<file path="src/rtl/bnn_xnor_acc.sv">
// bnn_xnor_acc -- binary neural network XNOR-popcount accumulator.
//
// For each neuron it takes num_chunks+1 beats of activation/weight words and
// sums popcount(~(act ^ wgt)) over all of them. It then compares the sum
// against the neuron's threshold to make one activation bit. OUT_W successive
// bits are packed (neuron 0 in bit 0) into an output word. That word goes out
// with a valid/ready handshake.
//
// Ports:
//   clk, rst          clock (rising edge), synchronous active-low reset
//   start             begin one neuron (sampled in IDLE only)
//   num_chunks        beats per neuron minus 1, latched on start
//   threshold         activation threshold, latched on start
//   in_valid/in_ready beat handshake for act_word/wgt_word
//   flush             emit a partially filled word (sampled in IDLE only)
//   busy              high in any state other than IDLE
//   bit_valid/bit_out one-cycle pulse with the newest neuron activation
//   out_valid/out_ready/out_word  packed-word handshake
//   chunk_idx         current beat index within the neuron
//
// Build option:
//   BNN_ACC_SAT_EN    defined: accumulator saturates at 2^ACC_W-1;
//                     undefined: accumulator wraps modulo 2^ACC_W.

module bnn_xnor_acc #(
  parameter int WORD_W = 32,
  parameter int ACC_W  = 16,
  parameter int OUT_W  = 8
) (
  input  logic              clk,
  input  logic              rst,
  input  logic              start,
  input  logic [15:0]       num_chunks,
  input  logic [ACC_W-1:0]  threshold,
  input  logic              in_valid,
  output logic              in_ready,
  input  logic [WORD_W-1:0] act_word,
  input  logic [WORD_W-1:0] wgt_word,
  input  logic              flush,
  output logic              busy,
  output logic              bit_valid,
  output logic              bit_out,
  output logic              out_valid,
  input  logic              out_ready,
  output logic [OUT_W-1:0]  out_word,
  output logic [15:0]       chunk_idx
);

  localparam int PC_W  = $clog2(WORD_W + 1);
  localparam int CNT_W = $clog2(OUT_W + 1);

  typedef enum logic [1:0] {IDLE, ACCUM, DECIDE, OUT} state_t;

  state_t             state;
  logic [ACC_W-1:0]   acc;
  logic [ACC_W-1:0]   acc_next;
  logic [ACC_W-1:0]   thr_q;
  logic [15:0]        nc_q;
  logic [CNT_W-1:0]   cnt;
  logic [CNT_W-1:0]   cnt_inc;
  logic [WORD_W-1:0]  xn;
  logic [PC_W-1:0]    pc;
  logic               dec_bit;

  // XNOR marks matching bit positions; the popcount is the match count.
  assign xn = ~(act_word ^ wgt_word);

  always_comb begin
    pc = '0;
    for (int i = 0; i < WORD_W; i++)
      pc = pc + PC_W'(xn[i]);
  end

`ifdef BNN_ACC_SAT_EN
  // One extra carry bit detects overflow; clamp to all-ones instead of wrapping.
  logic [ACC_W:0] sum_w;
  assign sum_w    = {1'b0, acc} + (ACC_W+1)'(pc);
  assign acc_next = sum_w[ACC_W] ? {ACC_W{1'b1}} : sum_w[ACC_W-1:0];
`else
  assign acc_next = acc + ACC_W'(pc);
`endif

  assign dec_bit = (acc >= thr_q);
  assign cnt_inc = cnt + CNT_W'(1);

  always_ff @(posedge clk) begin
    if (!rst) begin
      state     <= IDLE;
      in_ready  <= 1'b0;
      busy      <= 1'b0;
      bit_valid <= 1'b0;
      bit_out   <= 1'b0;
      out_valid <= 1'b0;
      out_word  <= '0;
      chunk_idx <= '0;
      acc       <= '0;
      cnt       <= '0;
      nc_q      <= '0;
      thr_q     <= '0;
    end else begin
      bit_valid <= 1'b0;
      case (state)
        IDLE: begin
          // start has priority; a simultaneous flush is dropped
          if (start) begin
            nc_q      <= num_chunks;
            thr_q     <= threshold;
            acc       <= '0;
            chunk_idx <= '0;
            in_ready  <= 1'b1;
            busy      <= 1'b1;
            state     <= ACCUM;
          end else if (flush && cnt != '0) begin
            out_valid <= 1'b1;
            busy      <= 1'b1;
            state     <= OUT;
          end
        end
        ACCUM: begin
          if (in_valid && in_ready) begin
            acc <= acc_next;
            // end-count compare: the beat at index nc_q is the last one
            if (chunk_idx == nc_q) begin
              in_ready <= 1'b0;
              state    <= DECIDE;
            end else begin
              chunk_idx <= chunk_idx + 16'd1;
            end
          end
        end
        DECIDE: begin
          bit_out   <= dec_bit;
          bit_valid <= 1'b1;
          out_word  <= out_word | (OUT_W'(dec_bit) << cnt);
          cnt       <= cnt_inc;
          if (cnt_inc == CNT_W'(OUT_W)) begin
            out_valid <= 1'b1;
            state     <= OUT;
          end else begin
            busy  <= 1'b0;
            state <= IDLE;
          end
        end
        OUT: begin
          if (out_ready) begin
            out_valid <= 1'b0;
            busy      <= 1'b0;
            out_word  <= '0;
            cnt       <= '0;
            state     <= IDLE;
          end
        end
        default: state <= IDLE;
      endcase
    end
  end

endmodule
</file>
<file path="config.mk">
export PLATFORM = sky130hd
export DESIGN_NAME = bnn_xnor_acc
export DESIGN_NICKNAME = d
export VERILOG_FILES = /design/src/rtl/bnn_xnor_acc.sv
export SDC_FILE = /design/constraint.sdc
export NUM_CORES = 1
export LEC_CHECK = 0
export ABC_AREA = 1
export ABC_CLOCK_PERIOD_IN_PS = 6200
export CAP_MARGIN = 20
export CORE_UTILIZATION = 51
export CTS_CLUSTER_SIZE = 20
export DETAILED_ROUTE_END_ITERATION = 12
export GPL_ROUTABILITY_DRIVEN = 0
export PLACE_DENSITY_LB_ADDON = 0.12
export SYNTH_ARGS = -nofsm -noshare
export SYNTH_HDL_FRONTEND = slang
export SYNTH_SLANG_ARGS = --single-unit
</file>
<file path="constraint.sdc">
create_clock -name clk -period 6.2 [get_ports clk]
set_clock_uncertainty 0.2 [all_clocks]
set_input_delay 0.62 -clock clk [delete_from_list [all_inputs] [get_ports clk]]
set_output_delay 0.62 -clock clk [all_outputs]
set_load 0.02 [all_outputs]
</file>
==> impl_metrics.json <==
{
  "hold_viol_final": 0,
  "setup_tns_ns": 0,
  "grt_overflow_total": 0,
  "core_mm2": 0.0108,
  "root_buffer": "clkbuf_8",
  "yosysWarnings": 0,
  "synth_top_area_share_pct": 29.2,
  "clock_path_buffers": 2,
  "seqPwrFrac_pct": 22.0,
  "p_sw_w": 0.00133,
  "avgSynthCellArea_um2": 7.41,
  "wl_um": 14200,
  "vias": 5339,
  "hold_class": "flip-flop to flip-flop",
  "status": "finished clean",
  "start_util_pct": 52.6,
  "netlist_instances": 769,
  "synth_fp_nets": 932,
  "drt_pass1_iterations": 5,
  "path_clk_slew_ns": 0.07,
  "htreeDepth": 3,
  "p_int_w": 0.00151,
  "cts_made_buffers": 9,
  "grt_pass1_vias": 5123,
  "antenna_found_initial": 0,
  "diodes": 0,
  "critPathKind": "input port to flip-flop",
  "grt_setup_unrepaired": "no",
  "final.min_clock_period_ns": 5.89,
  "std_cell_rows": 38,
  "grt_start_max_net_pins": 56,
  "drc": 0,
  "grt_use_total_pct": 25.3,
  "max_cap_viol_count": 0,
  "routedWlPerCell_um": 13.7,
  "p_comb_share_pct": 65.5,
  "cp-end-kind": "flip-flop",
  "post-place-ws_ns": -0.117,
  "grt_pass1_wl_um": 23500,
  "clkPwrFrac_pct": 12.5,
  "critPathArrivalTime_ns": 5.93,
  "r2r_cells": 17,
  "period_share_pct": 95.0,
  "finalWorstSetupSlack_ns": 0.308,
  "cp.required_ns": 6.24,
  "postRouteAntennaNets": 0,
  "start_kind": "input port",
  "dieArea_mm2": 0.0116,
  "report.final.slew_viol_count": 0,
  "dp_cells": 1019,
  "vias_per_cell": 5.16,
  "p_per_area_mw_per_mm2": 392,
  "peakVddDrop_mv": 0.637,
  "die_y_um": 108,
  "holdPathStages": 2,
  "finalNonFillerCells": 1035,
  "tritoncts": "built",
  "io_buffers": 130,
  "synth_area_leaders": "dfxtp_1 (29%), fa_1 (9.1%), nand2_1 (8.4%), ha_1 (7.7%), xor2_1 (7.2%)",
  "total_leakage_power_nw": 3.04,
  "clock_latency_ns": 0.36,
  "drt_iter0_drc": 302,
  "setup_viol": 0,
  "switching_share_pct": 46.8,
  "fmax_mhz": 170,
  "worst_slew_pin_slew_ns": 1.07,
  "drive_above_1_share_pct": 3.91,
  "ys_seq_elements": 83,
  "ys_seq_area_share_pct": 29.2,
  "ctsHoldBuffers": 0,
  "syn_to_final_growth_pct": 27.3,
  "hpwl_um": 11000,
  "synth.distinct_cells": 36,
  "relSlewSlack_pct": 28.4,
  "synth_area_mm2": 0.00570,
  "cts_sinks": 83,
  "synth_top_area_cell": "dfxtp_1",
  "ios": 131,
  "cp_max_fo": 4,
  "die_w_um": 108,
  "nNetsFinal": 1053
}
## cells in the final DEF, fill, tap and decap left out, types with 19 or more instances in the layout
master and n:
o21ai_0 53, inv_1 109, nor2_1 85, ha_1 35, nand4_1 19, nand3_1 36
dfxtp_1 83, clkdlybuf4s50_1 130, nand2_1 127, a21oi_1 72, fa_1 26, xor2_1 47
## synthesized netlist by cell type
master and count:
a21oi_1 72, a22oi_1 2, a31o_2 1, a31oi_1 2, a32o_1 2, buf_1 6, buf_2 4, buf_4 1
buf_6 3, clkbuf_1 7, clkbuf_2 1, dfxtp_1 83, fa_1 26, ha_1 35, inv_1 109, inv_2 5
nand2_1 127, nand2_2 3, nand2_4 1, nand3_1 36, nand3_4 2, nand4_1 19, nor2_1 85, nor2_2 5
nor2_4 1, nor2_8 1, nor3_1 6, nor3b_1 2, o211a_1 1, o21ai_0 54, o21ai_1 1, o21bai_1 3
o22ai_1 1, o31ai_1 6, xnor2_1 9, xor2_1 47
## sequential cells by signal, summed over array words and instances, names as in the netlist
register,flops
cnt,4
bit_out,1
chunk_idx,16
state,2
out_word,8
bit_valid,1
nc_q,16
thr_q,16
busy,1
out_valid,1
acc,16
in_ready,1
## layer usage
layer  wire (µm)  vias up  GRT usage (%)
met4         194        0           6.95
met1        6200     2453           31.5
met2        7010      152           45.0
li1            -     2721              -
met3         789       13           4.06
met5           0        -              0
## final timing paths
check | from | to | slack, ns
max | act_word[18] | acc[10] | 0.31
min | thr_q[9] | thr_q[9] | 0.27
max reg2reg | acc[0] | acc[10] | 0.80
min reg2reg | thr_q[9] | thr_q[9] | 0.27
## critical path, cell delays in order
cell	delay, ns
clkdlybuf4s50_1	0.49
xor2_1	0.22
fa_1	0.48
fa_1	0.53
fa_1	0.54
fa_1	0.44
fa_1	0.52
fa_1	0.53
fa_1	0.48
inv_1	0.11
fa_1	0.20
nand3_1	0.08
nand3_1	0.11
nand2_1	0.07
nand3_1	0.13
nand3_1	0.15
o21ai_1	0.18
a21oi_1	0.06
## stage by stage
stage | hold slack, ns | cell area (µm²) | total power, W | utilization (%)
after floorplan | 0.233 | 5700 | 0.00199 | -
after global placement | 0.246 | 7070 | 0.00240 | 65.2
after detailed placement | 0.254 | 7070 | 0.00249 | 65.2
after CTS | 0.269 | 7240 | 0.00286 | 66.8
after global routing | 0.294 | 7250 | 0.00317 | 66.9
final | 0.268 | 7250 | 0.00285 | 66.9
## power by group through the flow
stage          clock network (W)  registers, W  logic [W]
6_report                0.000357      0.000626    0.00186
5_1_grt                 0.000387      0.000632    0.00215
4_1_cts                 0.000364      0.000626    0.00187
3_5_place_dp                   0      0.000638    0.00185
3_3_place_gp                   0      0.000635    0.00177
2_1_floorplan                  0      0.000634    0.00136
## logic make-up after synthesis
logic type / Yosys count / synth area share [%]
AND/OR/NAND/NOR: 288 / 22.2
AO/OA/AOI/OAI: 145 / 13.6
buffers and inverters: 136 / 9.53
flip-flops: 83 / 29.2
adder cells (fa/ha/maj): 61 / 16.8
XOR/XNOR: 56 / 8.61
## layout make-up
class / count / area, µm²
multi-input combinational: 550 / 3500
sequential: 83 / 1660
clock buffer: 13 / 149
fill: 952 / 3590
clock inverter: 3 / 22.5
timing repair buffer: 132 / 1320
inverter: 114 / 428
tap: 140 / 175
## repair_timing
| action | 4_1_cts | 5_1_grt |
|---|---|---|
| setup endpoints to repair | 0 | 1 |
| resized for setup | 0 | 2 |
| setup buffers | 0 | 0 |
Note: power is estimated with default switching activity, not from simulation.
